$ cat config.mk
export PLATFORM = sky130hd
export DESIGN_NAME = nibble_serial_addsub_ctrl
export DESIGN_NICKNAME = d
export VERILOG_FILES = /design/src/rtl/nibble_serial_addsub_ctrl.sv
export SDC_FILE = /design/constraint.sdc
export NUM_CORES = 1
export LEC_CHECK = 0
export ABC_CLOCK_PERIOD_IN_PS = 3800
export BUFFER_PORTS_ARGS = -buffer_cell sky130_fd_sc_hd__buf_2
export CAP_MARGIN = 20
export CORE_ASPECT_RATIO = 1.4
export CORE_MARGIN = 2
export CORE_UTILIZATION = 45
export DETAILED_ROUTE_END_ITERATION = 6
export PLACE_DENSITY_LB_ADDON = 0.1
export SLEW_MARGIN = 25
export SYNTH_ARGS = -nofsm -noshare
export SYNTH_HDL_FRONTEND = slang
export SYNTH_SLANG_ARGS = --single-unit
$ cat constraint.sdc
create_clock -name i_clk -period 3.8 [get_ports i_clk]
set_clock_uncertainty 0.2 [all_clocks]
set_input_delay 0.38 -clock i_clk [delete_from_list [all_inputs] [get_ports i_clk]]
set_output_delay 0.38 -clock i_clk [all_outputs]
set_load 0.02 [all_outputs]
$ cat src/rtl/nibble_serial_addsub_ctrl.sv
// -----------------------------------------------------------------------------
// nibble_serial_addsub_ctrl
//
// Purpose:
//   Computes a W = 4*NIBBLES bit add or subtract by time-sharing one 4-bit
//   adder/subtractor slice (B XOR M, carry-in M, four full_adder cells),
//   least significant nibble first. Operands are captured on a start
//   handshake. The inter-nibble carry lives in a register. A one-cycle done
//   pulse marks the point where o_s/o_c are valid.
//
// Parameters:
//   NIBBLES  operand width in nibbles (1..16), W = 4*NIBBLES
//
// Ports:
//   i_clk    clock, all state updates on the rising edge
//   i_rst    synchronous, active-high reset
//   i_start  request, accepted in IDLE or DONE (ignored while busy)
//   i_m      0 = A+B, 1 = A-B (two's complement), captured with start
//   i_a      operand A, captured with start
//   i_b      operand B, captured with start
//   o_busy   high while nibbles are being processed
//   o_done   one-cycle pulse, o_s/o_c valid from this cycle on
//   o_s      W-bit result (modulo 2^W)
//   o_c      final carry out (sub: 1 = no borrow, A >= B unsigned)
//   o_ovf    signed overflow, present only when ADDSUB_SEQ_OVF_EN is defined
//
// Configuration macro:
//   ADDSUB_SEQ_OVF_EN  adds the o_ovf port and its register
// -----------------------------------------------------------------------------

module full_adder (
    input  logic i_x,
    input  logic i_y,
    input  logic i_ci,
    output logic o_s,
    output logic o_co
);
    assign o_s  = i_x ^ i_y ^ i_ci;
    assign o_co = (i_x & i_y) | (i_ci & (i_x ^ i_y));
endmodule

module nibble_serial_addsub_ctrl #(
    parameter int NIBBLES = 4
) (
    input  logic                   i_clk,
    input  logic                   i_rst,
    input  logic                   i_start,
    input  logic                   i_m,
    input  logic [4*NIBBLES-1:0]   i_a,
    input  logic [4*NIBBLES-1:0]   i_b,
    output logic                   o_busy,
    output logic                   o_done,
    output logic [4*NIBBLES-1:0]   o_s,
    output logic                   o_c
`ifdef ADDSUB_SEQ_OVF_EN
    ,
    output logic                   o_ovf
`endif
);
    localparam int W  = 4 * NIBBLES;
    localparam int IW = $clog2(NIBBLES + 1);
    localparam logic [IW-1:0] LAST_IDX = IW'(NIBBLES - 1);

    typedef enum logic [1:0] {ST_IDLE, ST_RUN, ST_DONE} state_t;

    state_t          r_state;
    state_t          w_next;
    logic [W-1:0]    r_a;
    logic [W-1:0]    r_b;
    logic [W-1:0]    r_s;
    logic            r_m;
    logic            r_carry;
    logic            r_c;
    logic [IW-1:0]   r_idx;

    logic            w_accept;
    logic            w_last;
    logic [3:0]      w_a_nib;
    logic [3:0]      w_b_nib;
    logic [3:0]      w_sum;
    logic [4:0]      w_cy;

    // A new operation may start from IDLE or straight out of DONE (back-to-back).
    assign w_accept = i_start && (r_state != ST_RUN);
    assign w_last   = (r_idx == LAST_IDX);

    // Select the current nibble; subtraction inverts B and injects carry-in = m
    // through the carry register loaded at accept time.
    assign w_a_nib  = r_a[{r_idx, 2'b00} +: 4];
    assign w_b_nib  = r_b[{r_idx, 2'b00} +: 4] ^ {4{r_m}};
    assign w_cy[0]  = r_carry;

    for (genvar g = 0; g < 4; g++) begin : g_slice
        full_adder u_fa (
            .i_x  (w_a_nib[g]),
            .i_y  (w_b_nib[g]),
            .i_ci (w_cy[g]),
            .o_s  (w_sum[g]),
            .o_co (w_cy[g+1])
        );
    end

    // NOTE: sequential state uses non-blocking assignments so every register
    // samples the pre-edge values of the others.
    always_ff @(posedge i_clk) begin
        if (i_rst) begin
            r_state <= ST_IDLE;
        end else begin
            r_state <= w_next;
        end
    end

    // NOTE: every output of this block gets a default first, so no path can
    // leave a signal unassigned and infer a latch.
    always_comb begin
        w_next = r_state;
        o_busy = 1'b0;
        o_done = 1'b0;
        case (r_state)
            ST_IDLE: begin
                if (i_start) w_next = ST_RUN;
            end
            ST_RUN: begin
                o_busy = 1'b1;
                if (w_last) w_next = ST_DONE;
            end
            ST_DONE: begin
                o_done = 1'b1;
                w_next = i_start ? ST_RUN : ST_IDLE;
            end
            default: w_next = ST_IDLE;
        endcase
    end

`ifdef ADDSUB_SEQ_OVF_EN
    logic r_ovf;
`endif

    always_ff @(posedge i_clk) begin
        if (i_rst) begin
            r_a     <= '0;
            r_b     <= '0;
            r_m     <= 1'b0;
            r_s     <= '0;
            r_c     <= 1'b0;
            r_carry <= 1'b0;
            r_idx   <= '0;
`ifdef ADDSUB_SEQ_OVF_EN
            r_ovf   <= 1'b0;
`endif
        end else if (w_accept) begin
            r_a     <= i_a;
            r_b     <= i_b;
            r_m     <= i_m;
            r_carry <= i_m;
            r_idx   <= '0;
        end else if (r_state == ST_RUN) begin
            r_s[{r_idx, 2'b00} +: 4] <= w_sum;
            r_carry <= w_cy[4];
            r_idx   <= r_idx + IW'(1);
            if (w_last) begin
                r_c <= w_cy[4];
`ifdef ADDSUB_SEQ_OVF_EN
                // Overflow: effective operands share a sign, result sign differs.
                r_ovf <= (r_a[W-1] == (r_b[W-1] ^ r_m)) && (w_sum[3] != r_a[W-1]);
`endif
            end
        end
    end

    assign o_s = r_s;
    assign o_c = r_c;
`ifdef ADDSUB_SEQ_OVF_EN
    assign o_ovf = r_ovf;
`endif

endmodule

== Yosys cells after proc, flatten, opt, wreduce, memory -nomap -nowiden ==
Cells that the tools add are included.

* $add $sub $neg: 2
* Equality and inequality tests: 6
* Shifts and indexed selects: 4
* Mux-type cells: 9
* Bitwise logic cells: 22
* Reductions and logical operators: 7

{| class="wikitable"
|+ Operators by type and width
! operator !! count
|-
| 16-bit by 6-bit indexed part select with 4-bit output || 2
|-
| 16-bit bitwise mux || 1
|-
| 4-bit by 7-bit variable shift with 16-bit output, first input constant || 1
|-
| 4-bit by 7-bit indexed part select with 16-bit output || 1
|-
| 1-bit bitwise AND || 8
|-
| 1-bit bitwise XOR || 8
|-
| 5-bit negation with 7-bit output || 1
|-
| 2-bit one-hot mux with 3 select lines || 1
|-
| 1-bit 2-to-1 mux || 5
|-
| 2-bit 2-to-1 mux || 2
|-
| 2-bit != test, second input constant || 2
|-
| 1-bit bitwise OR || 4
|-
| 2-bit AND reduction || 2
|-
| 4-bit bitwise XOR || 1
|-
| 3-bit by 1-bit adder with 3-bit output, second input constant || 1
|-
| 3-bit by 2-bit == test with 1-bit output, second input constant || 1
|-
| 3-bit AND reduction || 1
|-
| 2-bit by 1-bit == test with 1-bit output, second input constant || 1
|-
| 2-bit == test, second input constant || 1
|-
| 2-bit logical NOT || 1
|-
| 2-bit by 1-bit != test with 1-bit output, second input constant || 1
|-
| 2-bit nonzero test || 1
|-
| 2-bit OR reduction || 1
|-
| 1-bit logical AND || 1
|-
| 1-bit NOT || 1
|}

* Bits in registers: 56
* Input bits: 36
* Output and inout bits: 19
* Logic and storage cells: 58

== Logic depth before layout (Yosys ltp) ==
Gate-level depths: netlist of the first run.

* Word-level depth: 13
* Depth in mapped cells: 11
* Gate-level depth less buffers: 9

== Modules after synthesis ==
Synthesis of the first run repeated with hierarchy kept, for this count alone.

* Cell total of the unflattened synthesis: 308
* Area total of the unflattened synthesis: 2717.6 um2

{| class="wikitable"
|+ By module, submodules not included
! module !! times used !! cells each !! area each (um2) !! seq. area each (um2)
|-
| nibble_serial_addsub_ctrl || 1 || 304 || 2637.5 || 1121.1
|-
| full_adder || 4 || 1 || 20.0 || 0.0
|}

== Worst setup path before layout of the first run ==
OpenSTA, ideal clock, no wires.

* Kind: flip-flop to flip-flop
* Start: register r_idx[0]
* End: register r_s[3] (netlist: o_s[3])
* Setup time: 0.091 ns
* Arrival: 2.763 ns
* Required time: 3.509 ns
* Setup slack: 0.746 ns
* Stages on the path, launching flop included: 11
* Buffers on the path: 1
* Clock period less this slack: 3.054 ns
* Cell sequence: dfxtp_1 buf_6 or2_2 o22ai_1 xor2_1 fa_1 inv_1 fa_1 fa_1 fa_1 a311oi_1

* Word-level cells in the longest chain between the ends: 12
* Elaborated cells between the ends (all ways): 24
* Classes of those cells: add/sub (1); shift (4); mux (1); bitwise (18)

{| class="wikitable"
|+ RTL lines
! element !! RTL line !! text
|-
| start, declared || 74 || <nowiki>logic [IW-1:0] r_idx;</nowiki>
|-
| start signal, assigned || 160 || <nowiki>r_idx <= r_idx + IW'(1);</nowiki>
|-
| 16-bit by 6-bit indexed part select with 4-bit output || 90 || <nowiki>assign w_b_nib = r_b[{r_idx, 2'b00} +: 4] ^ {4{r_m}};</nowiki>
|-
| 4-bit bitwise XOR || 90 ||
|-
| 1-bit bitwise XOR || 38, 39 ||
|-
| 1-bit bitwise AND || 39 || <nowiki>assign o_co = (i_x & i_y) | (i_ci & (i_x ^ i_y));</nowiki>
|-
| 1-bit bitwise OR || 39 ||
|-
| 1-bit bitwise AND || 39 ||
|-
| 1-bit bitwise OR || 39 ||
|-
| 1-bit bitwise AND || 39 ||
|-
| 1-bit bitwise OR || 39 ||
|-
| 1-bit bitwise XOR || 38 || <nowiki>assign o_s = i_x ^ i_y ^ i_ci;</nowiki>
|-
| 4-bit by 7-bit indexed part select with 16-bit output || 158 || <nowiki>r_s[{r_idx, 2'b00} +: 4] <= w_sum;</nowiki>
|-
| 16-bit bitwise mux (*) || 158 ||
|-
| end signal, assigned by index || 158 ||
|-
| end, declared || 70 || <nowiki>logic [W-1:0] r_s;</nowiki>
|}

Every way passes the cells marked *; elsewhere a longest branch is shown, timed or not.
A chain may end at the register's enable or synchronous reset.

== Worst setup path in the final report of the first run ==
* Start: register r_idx[1]
* End: register r_s[3] (netlist: o_s[3])

Same word-level chain as after synthesis.

==> run metrics, run 1 <==
status finished clean; synthesized flop and latch total 56; CP most frequent cell fa_1; largest buffer count on any clock path 2; number of port buffers 54; first-pass GRT wire length 10.1 mm; Final WS setup 522 ps; class of the worst hold path in -> reg; crit path buf inv count 1; Vias/cell 5.69; final core utilization 51.9%; Sw Pwr 0.336 mW; Hold WS 110 ps; Die Y 94.5 um; FILL cells 584; Highest Clock Rate 305 MHz; routed wire length 6.15 mm; Syn Inst Count 288; count of final setup violators 0; PostCTS Resize Cnt 0; starting density of the core 45.9%; Root Buffer clkbuf_8; area delta synth->final 13.2%; VDD IR-drop max 289 uV; final RePlAce weighted congestion 0.748; ys flop type dfxtp_1; H-tree levels 2; worst path arrival time 3230 ps; Ys Warns 0; CTS tree done; Hold Fails Final Rpt 0; clock slew at reported path FFs 100 ps; drt drc 0; final slew viol count 0; Top Ports 55; LEAKAGE 1.12 nW; Skew-Pair Late Insertion Delay 310 ps; syn_nets 332; DRT antenna net count 0; max-cap viol count 0; Num CTS Buffers 5; total die area 6490 um^2; Worst setup SP type register; gr ovfl total 0; Placed Instance Area 2890 um^2; DR pass1 iterations 5; post-layout minimum cycle time 3280 ps; CP Capture Type register; number of nets in the layout 369; combinational share of power 17.5%; fraction of layout cells with a size suffix above 1 23.0%; Clock Sinks 56; post-DP HPWL 4.22 mm; area of the core 5740 um^2; fin cells 396; Total GRT Usage 20.2%; Avg Inst Size Synth 9.15 um^2; Tcrit/Tclk final 86.3%; Post-synth EDFFs 0; via count 2,255; Slowest Stage Delay on Critical Path 660 ps; Routed wire per std cell 15.5 um; largest net degree at the start of global routing 58; Seq/Total Area, Yosys 42.6%; Worst slew margin 30.4%; initial antenna violation count 0; Inst Count DP 388; mapped cell area 2630 um^2; Post-CTS Setup Bufs 0; DR iter-0 viols 122; Crit path required time 3750 ps; worst slew pin tran 1040 ps; Crit Path Max Fanout 11; delay-heaviest family, CP adder cells; P_int 0.844 mW; Design Power 1.18 mW; clock network power share 28.8%; Seq pwr share 53.8%; Switching Share 28.5%; DP Worst Slack 544 ps; Total Neg Setup Slack 0 ps; post-synth cell types 37; cells along the critical path mux2i_1 > o22ai_1 > xor2_1 > fa_1 > inv_1 > fa_1 > fa_1 > fa_1 > a311oi_1; vias in the first global route 2,079; crit path kind reg -> reg; Ant. Diodes 0; Crit-path slowest cell dfxtp_1; Hold Buf Count CTS 0; power per cell area 396 nW/um^2; fraction of registers with async set/reset 0%; cell row count 33; post-route cell area 2980 um^2; RSZ-0062 raised after global routing no; die width 68.7 um
## kinds of logic after synthesis
| group | Yosys count | synth area share, % |
|---|---|---|
| fa+ha+maj | 8 | 4.94 |
| buf+inv | 36 | 6.22 |
| mux | 15 | 7.74 |
| flops | 56 | 42.6 |
| compound gates | 106 | 23.0 |
| simple gates | 63 | 14.2 |
| xor+xnor | 4 | 1.33 |
## worst reg2reg max path: stages, from the launching register on
cell and delay (ps):
dfxtp_1 660, mux2i_1 160, o22ai_1 200, xor2_1 200, fa_1 190, inv_1 50, fa_1 400, fa_1 400
fa_1 570, a311oi_1 100
## metal layers
layer	vias up	share of wire, %	global-route usage, %
li1	1124	-	-
met1	1071	45	26.7
met2	54	50	33.4
met3	6	3.7	3.81
met4	0	1.4	5.00
met5	-	0	0
## synth_stat cells, types with 2 or more instances
| library cell | number | area (um^2) |
|---|---|---|
| nor2_1 | 3 | 11.3 |
| o21ai_0 | 33 | 165 |
| a311oi_1 | 4 | 35.0 |
| nor3_1 | 2 | 10.0 |
| buf_2 | 8 | 40.0 |
| a31oi_1 | 9 | 56.3 |
| nand2_1 | 5 | 18.8 |
| nand3_1 | 36 | 180 |
| fa_1 | 4 | 80.1 |
| buf_6 | 2 | 22.5 |
| nor4b_4 | 2 | 47.6 |
| mux4_2 | 3 | 67.6 |
| a211oi_1 | 11 | 82.6 |
| o22ai_1 | 4 | 25.0 |
| nor2b_1 | 3 | 18.8 |
| ha_1 | 4 | 50.1 |
| nand2b_1 | 6 | 37.5 |
| a21oi_1 | 41 | 205 |
| mux2i_1 | 11 | 110 |
| clkbuf_1 | 16 | 60.1 |
| xnor2_1 | 3 | 26.3 |
| dfxtp_1 | 56 | 1120 |
| inv_1 | 8 | 30.0 |
## power groups by stage
stage | logic, mW | registers, mW | clock network [mW]
2_1_floorplan | 0.149 | 0.644 | 0
3_3_place_gp | 0.204 | 0.648 | 0
3_5_place_dp | 0.208 | 0.649 | 0
4_1_cts | 0.208 | 0.635 | 0.344
5_1_grt | 0.234 | 0.638 | 0.369
6_report | 0.206 | 0.635 | 0.340
## layout by cell type (no fill, tap or decap), types with 5 or more instances in the layout
cell,count
inv_1,8
nand2b_1,6
o21ai_0,33
dfxtp_1,56
nand3_1,36
clkbuf_8,6
nand2_1,5
a21oi_1,41
mux2i_1,11
buf_2,54
a31oi_1,9
a211oi_1,11
## registers in the layout (all words and copies together), names as in the netlist
register / flops
o_c: 1
o_s: 16
r_a: 16
r_b: 16
r_carry: 1
r_idx: 3
r_m: 1
r_state: 2
## final timing paths
| kind | from | end | slack, ps | cells after the start |
|---|---|---|---|---|
| worst max-delay path | r_idx[1] | o_s[3] | 520 | 9 |
| worst min-delay path | i_b[3] | r_b[3] | 110 | 3 |
| worst max register to register | r_idx[1] | o_s[3] | 520 | 9 |
| worst min register to register | o_s[12] | o_s[12] | 280 | 2 |
## layout make-up
class	instances	area, um^2	area share (%)
Clock buffer	6	82.6	2.77
Multi-Input combinational cell	196	1350	45.3
Tap cell	70	87.6	2.94
Sequential cell	56	1120	37.6
Timing Repair Buffer	58	300	10.1
Clock inverter	2	10.0	0.336
Inverter	8	30.0	1.01
Note: power is estimated with default switching activity, not from simulation.
==> run 2: changes to the inputs <==
- BUFFER_PORTS_ARGS: -buffer_cell sky130_fd_sc_hd__buf_2 -> -buffer_cell sky130_fd_sc_hd__buf_4
- TNS_END_PERCENT: unset -> 30
==> run 2 against run 1 <==
Against the previous run: worst setup slack got worse by 12 ps; first-iteration DRC count fell by 35%; power rose by 0.40%.
==> run metrics, run 2 (synthesized netlist as in run 1, its figures left out) <==
Ant. Diodes 0; Hold Fails Final Rpt 0; count of final setup violators 0; max-cap viol count 0; largest buffer count on any clock path 2; Worst setup SP type register; Top Ports 55; starting density of the core 45.9%; H-tree levels 2; largest net degree at the start of global routing 58; post-layout minimum cycle time 3290 ps; Crit Path Max Fanout 11; final slew viol count 0; status finished clean; routed wire length 6.16 mm; P_int 0.859 mW; Sw Pwr 0.327 mW; gr ovfl total 0; Routed wire per std cell 15.6 um; Clock Sinks 56; first-pass GRT wire length 9.96 mm; Post-CTS Setup Bufs 0; die width 68.7 um; Switching Share 27.5%; Worst slew margin 36.7%; area of the core 5740 um^2; vias in the first global route 2,003; Die Y 94.5 um; worst slew pin tran 949 ps; DR pass1 iterations 4; met2 WL 3.19 mm; post-DP HPWL 4.20 mm; Tcrit/Tclk final 86.6%; Root Buffer clkbuf_8; WL met1 2.70 mm; routed wl met3 196 um; initial antenna violation count 0; PostCTS Resize Cnt 0; fraction of layout cells with a size suffix above 1 22.5%; Inst Count DP 387; worst path arrival time 3310 ps; top sig layer met4; Seq pwr share 53.7%; CP Capture Type register; fin cells 395; combinational share of power 18.3%; Hold Buf Count CTS 0; via count 2,193; Crit path required time 3820 ps; number of nets in the layout 368; number of port buffers 54; Num CTS Buffers 5; Skew-Pair Late Insertion Delay 310 ps; FILL cells 555; final RePlAce weighted congestion 0.801; class of the worst hold path in -> reg; Total GRT Usage 20.2%; drt drc 0; VDD IR-drop max 174 uV; power per cell area 382 nW/um^2; DR iter-0 viols 79; Total Neg Setup Slack 0 ps; commonest non-fill, non-tap cell in the layout buf_4; DRT antenna net count 0; total die area 6490 um^2; LEAKAGE 1.14 nW; area delta synth->final 17.9%; CTS tree done; Highest Clock Rate 304 MHz; clock slew at reported path FFs 100 ps; RSZ-0062 raised after global routing no; clock network power share 28.1%; commonest cells after routing, fill and taps aside buf_4, dfxtp_1, a21oi_1; crit path kind reg -> reg; Vias/cell 5.55; cell row count 33
-- run 2: worst paths after layout --
kind                 start     end  slack, ps  cells past startpoint
setup / recovery  r_idx[1]  o_s[3]        510                      9
setup reg to reg  r_idx[1]  o_s[3]        510                      9
hold / removal      i_a[0]  r_a[0]        120                      3
hold reg to reg     r_b[0]  r_b[0]        280                      2
-- run 2: power by group through the flow --
stage               Clock [mW]  Sequential [mW]  Combinational (mW)
floorplan                    0            0.644               0.149
global placement             0            0.650               0.215
detailed placement           0            0.650               0.217
CTS                      0.345            0.637               0.218
global route             0.368            0.640               0.240
finish                   0.333            0.636               0.216
-- run 2: worst max-delay path: stages, from the launching register on --
cell and delay, ps:
dfxtp_1 690, mux2i_1 160, o22ai_1 200, xor2_1 200, fa_1 190, inv_1 50
fa_1 380, fa_1 390, fa_1 510, a311oi_1 240
-- run 2: per-stage QoR --
step                area (um^2)  hold WS, ps  power, mW  worst slack [ps]  utilization, %
CTS                        3110          116       1.20               496            54.1
detailed placement         3020          269      0.868               541            52.5
floorplan                  2630          249      0.794               746               -
finish                     3110          120       1.19               510            54.1
global route               3110          119       1.25               221            54.1
global placement           3020          263      0.865               653            52.5
-- run 2: layout make-up --
type | instances | area, um^2 | share of cell area, %
flip-flops and latches | 56 | 1120 | 36.1
repair buffers | 57 | 428 | 13.8
well taps | 70 | 87.6 | 2.82
multi-input cells | 196 | 1350 | 43.4
clock buffers | 8 | 90.1 | 2.90
inverters | 8 | 30.0 | 0.967
-- run 2: routing by layer --
metal	vias to the layer above	track usage, %
met1	1024	25.8
li1	1123	-
met2	40	34.1
met4	0	6.00
met5	-	0
met3	6	3.22
==> run 3: changes to the inputs <==
--- a/config.mk
+++ b/config.mk
@@ -14,2 +14,3 @@
 export DETAILED_ROUTE_END_ITERATION = 6
+export GPL_TIMING_DRIVEN = 0
 export PLACE_DENSITY_LB_ADDON = 0.1
==> constraint.sdc (replaced) <==
create_clock -name i_clk -period 3.8 [get_ports i_clk]
set_clock_uncertainty 0.2 [all_clocks]
set_input_delay 0.76 -clock i_clk [delete_from_list [all_inputs] [get_ports i_clk]]
set_output_delay 0.76 -clock i_clk [all_outputs]
set_load 0.02 [all_outputs]
==> run 3 against run 2 <==
Against the previous run: first-iteration DRC count up 24%; via count up 6.5%; critical path depth up 2; die area unchanged; wire length up 7.0%; critical endpoint is now o_s[11]; flip-flop and latch count unchanged; clock power up 16%; global-route usage up 1.6 points; final cell count up 6.1%; maximum frequency down 2.5%; sequential power down 0.9%; power up 5.5%.
==> run metrics, run 3 (synthesized netlist as in run 1, its figures left out) <==
status finished clean; H-tree levels 2; Highest Clock Rate 296 MHz; largest buffer count on any clock path 2; Post-CTS Setup Bufs 0; Worst setup SP type register; Seq pwr share 50.4%; Clock Sinks 56; via count 2,336; busiest layer in global routing met2; Ant. Diodes 0; power per cell area 388 nW/um^2; Design Power 1.25 mW; Inst Count DP 411; number of port buffers 53; Die Y 94.5 um; Root Buffer clkbuf_8; Total GRT Usage 21.8%; clock network power share 30.8%; gr ovfl total 0; largest net degree at the start of global routing 17; area delta synth->final 22.5%; fin cells 419; post-DP HPWL 4.95 mm; Top Ports 55; Crit path required time 3820 ps; drt drc 0; vias in the first global route 2,166; routed wire length 6.59 mm; number of nets in the layout 392; worst slew pin tran 656 ps; Worst slew margin 55.9%; DRT antenna net count 0; final slew viol count 0; CTS tree done; starting density of the core 45.9%; Placed Instance Area 3120 um^2; RSZ-0062 raised after global routing no; total die area 6490 um^2; Hold Fails Final Rpt 0; met3 Track Usage GR 3.34%; first-pass GRT wire length 10.5 mm; count of final setup violators 0; Hold Buf Count CTS 0; die width 68.7 um; post-layout minimum cycle time 3370 ps; VDD IR-drop max 303 uV; PostCTS Resize Cnt 0; Total Neg Setup Slack 0 ps; initial antenna violation count 0; routing usage on met1 26.8%; DR iter-0 viols 98; GR Layer Usage met2 38.1%; worst path arrival time 3390 ps; FILL cells 550; CP Capture Type register; combinational share of power 18.8%; Crit Path Max Fanout 10; register area 1120 um^2; Tcrit/Tclk final 88.8%; commonest non-fill, non-tap cell in the layout dfxtp_1; crit path kind reg -> reg; Sw Pwr 0.338 mW; area of the core 5740 um^2; DR pass1 iterations 4; Switching Share 27.0%; final RePlAce weighted congestion 0.889; max-cap viol count 0; P_int 0.913 mW; clock slew at reported path FFs 100 ps; Num CTS Buffers 5; multi-input logic area 1350 um^2; Vias/cell 5.58; Routed wire per std cell 15.7 um; Skew-Pair Late Insertion Delay 310 ps; fraction of layout cells with a size suffix above 1 22.9%; post-route cell area 3230 um^2; LEAKAGE 1.20 nW; class of the worst hold path reg -> reg; cell row count 33; commonest cells after routing, fill and taps aside dfxtp_1, buf_4, a21oi_1
[run 3: cell types whose count changed in the layout (fill, tap and decap cells not counted)]
cell,before,now
clkbuf_1,2,17
buf_2,0,8
buf_4,57,54
buf_6,0,2
buf_1,0,1
bufinv_16,0,1
clkbuf_8,6,5
clkinv_2,0,1
inv_1,7,8
inv_2,1,0
[run 3: metrics by stage]
step / util, % / setup WS, ps / hold WS (ps)
after floorplan: - / 746 / 249
after global routing: 56.2 / 259 / 299
after detailed placement: 54.3 / 421 / 263
after CTS: 56.2 / 398 / 279
after global placement: 54.3 / 448 / 260
final: 56.2 / 426 / 277
[run 3: power groups by stage]
| stage | Combinational [mW] | Sequential [mW] | Clock [mW] |
|---|---|---|---|
| after floorplan | 0.149 | 0.644 | 0 |
| after global placement | 0.236 | 0.643 | 0 |
| after detailed placement | 0.238 | 0.644 | 0 |
| after CTS | 0.238 | 0.630 | 0.391 |
| after global routing | 0.263 | 0.633 | 0.415 |
| final | 0.236 | 0.630 | 0.385 |
[run 3: worst max-delay path, cell delays in order, from the launching register on]
cell      delay (ps)
dfxtp_1          360
buf_6            160
buf_4            220
mux2i_1          220
o22ai_1          120
xor2_1           200
fa_1             200
inv_1             50
fa_1             370
fa_1             390
fa_1             550
a211oi_1         240
[run 3: routing by layer]
metal / part of all wire [%] / wire, um / up-vias
li1: - / - / 1169
met2: 53 / 3510 / 60
met3: 4.2 / 277 / 8
met4: 1.5 / 100 / 0
met1: 41 / 2700 / 1099
met5: 0 / 0 / -
[run 3: final cells by class]
class | count | share of cell area [%]
Multi-Input combinational cell | 196 | 41.8
Sequential cell | 56 | 34.7
Timing Repair Buffer | 53 | 12.3
Buffer | 28 | 4.15
Tap cell | 70 | 2.71
Clock buffer | 6 | 2.25
Clock inverter | 2 | 1.09
Inverter | 8 | 0.931
[run 3: worst paths after layout]
check	start	to	slack, ps	cells past startpoint
min reg2reg	r_a[3]	r_a[3]	280	2
min	r_a[3]	r_a[3]	280	2
max	r_idx[1]	o_s[11]	430	11
max reg2reg	r_idx[1]	o_s[11]	430	11
